===== config.mk =====
export PLATFORM = sky130hd
export DESIGN_NAME = sysref_gen
export DESIGN_NICKNAME = d
export VERILOG_FILES = /design/src/rtl/sysref_gen_pkg.sv /design/src/rtl/sysref_gen_phase_cnt.sv /design/src/rtl/sysref_gen.sv
export SDC_FILE = /design/constraint.sdc
export NUM_CORES = 1
export LEC_CHECK = 0
export ABC_AREA = 0
export ABC_CLOCK_PERIOD_IN_PS = 2550
export CAP_MARGIN = 20
export CORE_MARGIN = 2
export CORE_UTILIZATION = 30
export CTS_CLUSTER_DIAMETER = 100
export DETAILED_ROUTE_END_ITERATION = 8
export GPL_TIMING_DRIVEN = 0
export HOLD_SLACK_MARGIN = 0.1
export REMOVE_ABC_BUFFERS = 1
export SYNTH_ARGS = -nofsm -noshare
export SYNTH_HDL_FRONTEND = slang
export SYNTH_SLANG_ARGS = --single-unit
export TNS_END_PERCENT = 30

===== constraint.sdc =====
create_clock -name pl_clk -period 2.55 [get_ports pl_clk]
set_clock_uncertainty 0.05 [all_clocks]
set_input_delay 0.51 -clock pl_clk [delete_from_list [all_inputs] [get_ports pl_clk]]
set_output_delay 0.51 -clock pl_clk [all_outputs]
set_load 0.05 [all_outputs]

===== src/rtl/sysref_gen_pkg.sv =====
// Shared types and defaults for the SYSREF pulse-train generator.
// Holds the FSM state encoding and the pulse-counter width.
package sysref_gen_pkg;

    localparam int unsigned SYSREF_CNT_W          = 8;
    localparam int unsigned SYSREF_PERIOD_CYC_DEF = 256;
    localparam int unsigned SYSREF_HIGH_CYC_DEF   = 8;

    typedef enum logic [1:0] {
        StIdle  = 2'd0,
        StArm   = 2'd1,
        StRun   = 2'd2,
        StDrain = 2'd3
    } sysref_state_t;

    // States in which the output may be driven high.
    function automatic logic sysref_active(input sysref_state_t s);
        return (s == StRun) || (s == StDrain);
    endfunction

endpackage


===== src/rtl/sysref_gen_phase_cnt.sv =====
// Free-running SYSREF phase counter: 0..PERIOD_CYC-1, wraps to 0.
// o_wrap flags the last phase of each period.
module sysref_phase_cnt
    import sysref_gen_pkg::*;
#(
    parameter int unsigned PERIOD_CYC = SYSREF_PERIOD_CYC_DEF,
    parameter int unsigned PH_W       = $clog2(PERIOD_CYC)
) (
    input  logic            i_clk,
    input  logic            i_rst,
    output logic [PH_W-1:0] o_phase,
    output logic            o_wrap
);

    localparam logic [PH_W-1:0] LAST_PH = PH_W'(PERIOD_CYC - 1);

    logic [PH_W-1:0] r_phase;

    always_ff @(posedge i_clk) begin
        if (i_rst) begin
            r_phase <= '0;
        end else if (o_wrap) begin
            r_phase <= '0;
        end else begin
            r_phase <= r_phase + 1'b1;
        end
    end

    assign o_phase = r_phase;
    assign o_wrap  = (r_phase == LAST_PH);

endmodule


===== src/rtl/sysref_gen.sv =====
// Period-aligned SYSREF pulse-train generator (gapped or continuous).
// Define SYSREF_GEN_DIFF_OUT_EN to add sysref_p/sysref_n through an OBUFDS.
module sysref_gen
    import sysref_gen_pkg::*;
#(
    parameter int unsigned PERIOD_CYC = SYSREF_PERIOD_CYC_DEF,
    parameter int unsigned HIGH_CYC   = SYSREF_HIGH_CYC_DEF
) (
    input  logic                    pl_clk,
    input  logic                    pl_rst,
    input  logic                    start,
    input  logic                    stop,
    input  logic [SYSREF_CNT_W-1:0] pulse_count,
    output logic                    sysref_out,
`ifdef SYSREF_GEN_DIFF_OUT_EN
    output logic                    sysref_p,
    output logic                    sysref_n,
`endif
    output logic                    pulse_strobe,
    output logic                    busy,
    output logic                    done
);

    localparam int unsigned     PH_W    = $clog2(PERIOD_CYC);
    localparam logic [PH_W-1:0] HIGH_PH = PH_W'(HIGH_CYC);

    logic [PH_W-1:0]         w_phase;
    logic [PH_W-1:0]         w_phase_nxt;
    logic                    w_wrap;

    sysref_state_t           r_state;
    sysref_state_t           w_state_d;
    logic [SYSREF_CNT_W-1:0] r_cnt_lat;
    logic [SYSREF_CNT_W-1:0] w_cnt_lat_d;
    logic [SYSREF_CNT_W-1:0] r_pulse_cnt;
    logic [SYSREF_CNT_W-1:0] w_pulse_cnt_d;
    logic                    r_sysref;
    logic                    w_sysref_d;
    logic                    r_strobe;
    logic                    w_strobe_d;
    logic                    r_done;
    logic                    w_done_d;
    logic                    w_last_pulse;
    logic                    w_pulse_start;

    sysref_phase_cnt #(
        .PERIOD_CYC (PERIOD_CYC),
        .PH_W       (PH_W)
    ) u_phase_cnt (
        .i_clk   (pl_clk),
        .i_rst   (pl_rst),
        .o_phase (w_phase),
        .o_wrap  (w_wrap)
    );

    // Output register is fed from the upcoming phase so it is high exactly
    // while the phase counter sits in 0..HIGH_CYC-1.
    assign w_phase_nxt = w_wrap ? '0 : w_phase + 1'b1;

    always_comb begin
        w_state_d     = r_state;
        w_cnt_lat_d   = r_cnt_lat;
        w_pulse_cnt_d = r_pulse_cnt;
        w_last_pulse  = (r_cnt_lat != '0) && (r_pulse_cnt >= r_cnt_lat);

        unique case (r_state)
            StIdle: begin
                if (start && !stop) begin
                    w_state_d     = StArm;
                    w_cnt_lat_d   = pulse_count;
                    w_pulse_cnt_d = '0;
                end
            end
            StArm: begin
                if (stop) begin
                    w_state_d = StIdle;
                end else if (w_wrap) begin
                    w_state_d = StRun;
                end
            end
            StRun: begin
                if (stop) begin
                    w_state_d = r_sysref ? StDrain : StIdle;
                end else if (w_last_pulse && (w_phase == HIGH_PH)) begin
                    // One cycle after the falling edge of the final pulse.
                    w_state_d = StIdle;
                end
            end
            StDrain: begin
                if (!r_sysref) begin
                    w_state_d = StIdle;
                end
            end
            default: w_state_d = StIdle;
        endcase

        w_pulse_start = (w_state_d == StRun) && (w_phase_nxt == '0);
        if (w_pulse_start && (r_pulse_cnt != '1)) begin
            w_pulse_cnt_d = r_pulse_cnt + 1'b1;
        end

        w_sysref_d = sysref_active(w_state_d) && (w_phase_nxt < HIGH_PH);
        w_strobe_d = w_pulse_start;
        w_done_d   = (r_state != StIdle) && (w_state_d == StIdle);
    end

    always_ff @(posedge pl_clk) begin
        if (pl_rst) begin
            r_state     <= StIdle;
            r_cnt_lat   <= '0;
            r_pulse_cnt <= '0;
            r_sysref    <= 1'b0;
            r_strobe    <= 1'b0;
            r_done      <= 1'b0;
        end else begin
            r_state     <= w_state_d;
            r_cnt_lat   <= w_cnt_lat_d;
            r_pulse_cnt <= w_pulse_cnt_d;
            r_sysref    <= w_sysref_d;
            r_strobe    <= w_strobe_d;
            r_done      <= w_done_d;
        end
    end

    assign sysref_out   = r_sysref;
    assign pulse_strobe = r_strobe;
    assign busy         = (r_state != StIdle);
    assign done         = r_done;

`ifdef SYSREF_GEN_DIFF_OUT_EN
    OBUFDS u_obufds (
        .I  (r_sysref),
        .O  (sysref_p),
        .OB (sysref_n)
    );
`endif

endmodule


==> impl_metrics.env <==
export IMPL_minimum_clock_period_ns=2.45
export IMPL_synth_ff_type="sky130_fd_sc_hd__dfxtp_1"
export IMPL_ys_types=47
export IMPL_worstSetupEndpointType="register"
export IMPL_synth_xor_area_share_pct=3.29
export IMPL_dr_total_vias=1362
export IMPL_clk_path_buf_depth=2
export IMPL_synth_compound_area_share_pct=15.4
export IMPL_ys_warn_count=0
export IMPL_area_delta_synth_final_pct=25.8
export IMPL_syn_avg_cell_area_sq_um=8.46
export IMPL_design_portCount=16
export IMPL_grt_ovfl_total=0
export IMPL_maxCapViolations=0
export IMPL_swShare_pct=25.4
export IMPL_worstPathRequired_ns=2.66
export IMPL_post_synth_fa_ha_maj_area_fraction_pct=9.39
export IMPL_status="finished clean"
export IMPL_final_max_slew_viol_count=0
export IMPL_synth_seq_area_share_pct=36.3
export IMPL_tritoncts_num_buffers=5
export IMPL_power_leakage_nw=0.734
export IMPL_grt_usage_pct=12.2
export IMPL_post_synth_top_count_cell="sky130_fd_sc_hd__dfxtp_1"
export IMPL_worst_r2r_setup_slack_ns=0.1
export IMPL_synthTopCellsByCount="sky130_fd_sc_hd__dfxtp_1, sky130_fd_sc_hd__nand2_1, sky130_fd_sc_hd__nor2_1, sky130_fd_sc_hd__inv_1, sky130_fd_sc_hd__a21oi_1"
export IMPL_transition_time_at_the_pin_with_the_least_slew_margin_ns=0.774
export IMPL_routability_congestion_estimate=0.789
export IMPL_yosysTopAreaCell="sky130_fd_sc_hd__dfxtp_1"
export IMPL_floorplan_die_height_um=77.0
export IMPL_area_inside_the_core_boundary_sq_um=5140
export IMPL_start_util_pct=31.1
export IMPL_placedCellCount=271
export IMPL_grt_pass1_wl_um=5780
export IMPL_netlist_instances=189
export IMPL_grt_antenna_before_repair=0
export IMPL_crit_arrival_ns=2.57
export IMPL_worstPathMaxFanout=5
export IMPL_finalHoldViolCount=0
export IMPL_clk_pin_slew_ns=0.07
export IMPL_detailed_placement_hpwl_um=2490
export IMPL_top_post_synthesis_cells_by_area="sky130_fd_sc_hd__dfxtp_1, sky130_fd_sc_hd__ha_1, sky130_fd_sc_hd__nand2_1, sky130_fd_sc_hd__a21oi_1, sky130_fd_sc_hd__nor2_1"
export IMPL_antenna_cells_inserted=0
export IMPL_die_x_um=77.0
export IMPL_utilization_pct=39.1
export IMPL_quantity_of_i_o_buffers_inserted_on_ports=15
export IMPL_routedWlPerCell_um=12.2
export IMPL_vdd_ir_drop_max_mv=0.264
export IMPL_worst_setup_path_start_kind="register"
export IMPL_h_tree_lvls=2
export IMPL_synth_top_cell_area_share_pct=36.3
export IMPL_p_int_uw=699
export IMPL_drcViolationCount=0
export IMPL_drt_antenna_violating_nets=0
export IMPL_grt_pass1_vias=1264
export IMPL_power_combinational_fraction_pct=10.0
export IMPL_worst_slew_margin_rel_pct=48.2
export IMPL_clk_latency_ns=0.28
export IMPL_drt_first_iter_violations=68
export IMPL_synthesis_area_sq_um=1600
export IMPL_cts_root_buf="sky130_fd_sc_hd__clkbuf_8"
export IMPL_synthArstFlopShare_pct=0
export IMPL_worstSetupPathType="reg -> reg"
export IMPL_final_min_period_over_clock_period_pct=96.2
export IMPL_power_share_clock_pct=39.2
export IMPL_sequentialPowerShare_pct=50.8
export IMPL_setup_viol=0
export IMPL_synth_area_mux_share_pct=1.33
export IMPL_worst_hold_path_type="reg -> reg"
export IMPL_final_instance_count_excl_fill=284
export IMPL_grt_max_degree=17
export IMPL_number_of_enable_type_register_cells_in_the_synthesized_netlist=0
export IMPL_finish_net_count=237
export IMPL_drt_pre_antenna_iters=4
export IMPL_achievable_frequency_mhz=408
export IMPL_rows=26
export IMPL_cts_num_sinks=29
export IMPL_tritoncts="yes"
export IMPL_design_die_area_sq_um=5930
export IMPL_power_density_nw_per_um2=466
export IMPL_ratio_of_cells_with_drive_above_1_in_the_final_layout_pct=18.2
export IMPL_synth_seq_cells=29
export IMPL_post_synth_and_or_nand_nor_area_fraction_pct=29.6
export IMPL_grt_setup_unrepaired="no"
export IMPL_routed_wl_um=3460
export IMPL_synth_top_family_by_area="simple AND/OR/NAND/NOR gates"
export IMPL_power_switching_uw=238
export IMPL_drt_vias_per_instance=4.80
critical path, stage by stage, from the launching register on:
cell and delay, ns:
sky130_fd_sc_hd__dfxtp_1 0.33, sky130_fd_sc_hd__or4_4 0.54, sky130_fd_sc_hd__o2111ai_2 0.22, sky130_fd_sc_hd__a32o_2 0.18, sky130_fd_sc_hd__a41oi_4 0.05, sky130_fd_sc_hd__or3_4 0.42, sky130_fd_sc_hd__nor3b_4 0.18, sky130_fd_sc_hd__a221o_1 0.37
final timing paths:
| path | depth (start not counted) | from | to |
|---|---|---|---|
| max | 7 | r_cnt_lat[3]$_SDFFE_PP0P_ | r_pulse_cnt[2]$_SDFFE_PP0P_ |
| min | 2 | r_cnt_lat[5]$_SDFFE_PP0P_ | r_cnt_lat[5]$_SDFFE_PP0P_ |
| max reg2reg | 7 | r_cnt_lat[3]$_SDFFE_PP0P_ | r_pulse_cnt[2]$_SDFFE_PP0P_ |
| min reg2reg | 2 | r_cnt_lat[5]$_SDFFE_PP0P_ | r_cnt_lat[5]$_SDFFE_PP0P_ |
metal layers:
metal,wire length [um],vias up,track usage (%)
li1,-,717,-
met3,125,4,4.00
met1,1700,620,15.2
met2,1600,21,19.6
met4,33,0,4.82
met5,0,-,0
kinds of logic after synthesis:
| group | count (synthesis) |
|---|---|
| AOI/OAI and AO/OA | 34 |
| xor gates and xnor gates | 6 |
| adders and majority gates | 12 |
| buffers and inverters | 18 |
| DFF | 29 |
| muxes | 2 |
| and+or+nand+nor | 88 |
stage by stage:
stage                     TNS, ns  hold WS (ns)  setup WS (ns)  cell area [sq um]  total power [mW]
after floorplan                 0         0.388          0.108               1580             0.528
after global placement      -1.84         0.410         -0.342               1810             0.569
after detailed placement    -1.74         0.413         -0.331               1830             0.572
after CTS                       0         0.422         0.0405               1940             0.939
after global routing            0         0.452         0.0103               2010             0.978
final                           0         0.426         0.0969               2010             0.937
registers in the layout, summed over array words and instances (netlist names):
name / flops
r_state: 2
sysref_out: 1
pulse_strobe: 1
done: 1
r_pulse_cnt: 8
r_cnt_lat: 8
u_phase_cnt.o_phase: 8
power by group through the flow:
stage | Combinational, mW | Sequential (mW) | Clock (mW)
global placement | 0.0842 | 0.485 | 0
finish | 0.0935 | 0.476 | 0.367
CTS | 0.0880 | 0.475 | 0.376
global route | 0.104 | 0.478 | 0.396
floorplan | 0.0440 | 0.484 | 0
detailed placement | 0.0869 | 0.485 | 0
cell usage in the layout (no fill, tap or decap), drive strengths merged, types with 3 or more instances in the layout:
master         instances
ha                    12
dfxtp                 29
nand2                 24
clkdlybuf4s50         14
nor4                   3
nor3                  12
nor2                  15
a21oi                 13
nand4                  3
inv                   14
a211o                  4
xnor2                  6
or2                    3
nand3                  9
clkbuf                 6
nor3b                  3
buf                    6
area by class of cell:
type                            instances  area [sq um]
Multi-Input combinational cell        142          1000
Sequential cell                        29           583
Inverter                               14          52.6
Clock inverter                          2          10.0
Clock buffer                            6          72.6
Fill cell                             563          3130
Timing Repair Buffer                   21           205
Tap cell                               70          87.6
what timing repair did:
item | in CTS | in global routing
setup endpoints to repair | 6 | 6
pin swaps | 2 | 3
resized for setup | 5 | 11
hold buffers | 0 | 0
setup buffers | 2 | 3
Note: power is estimated with default switching activity, not from simulation.
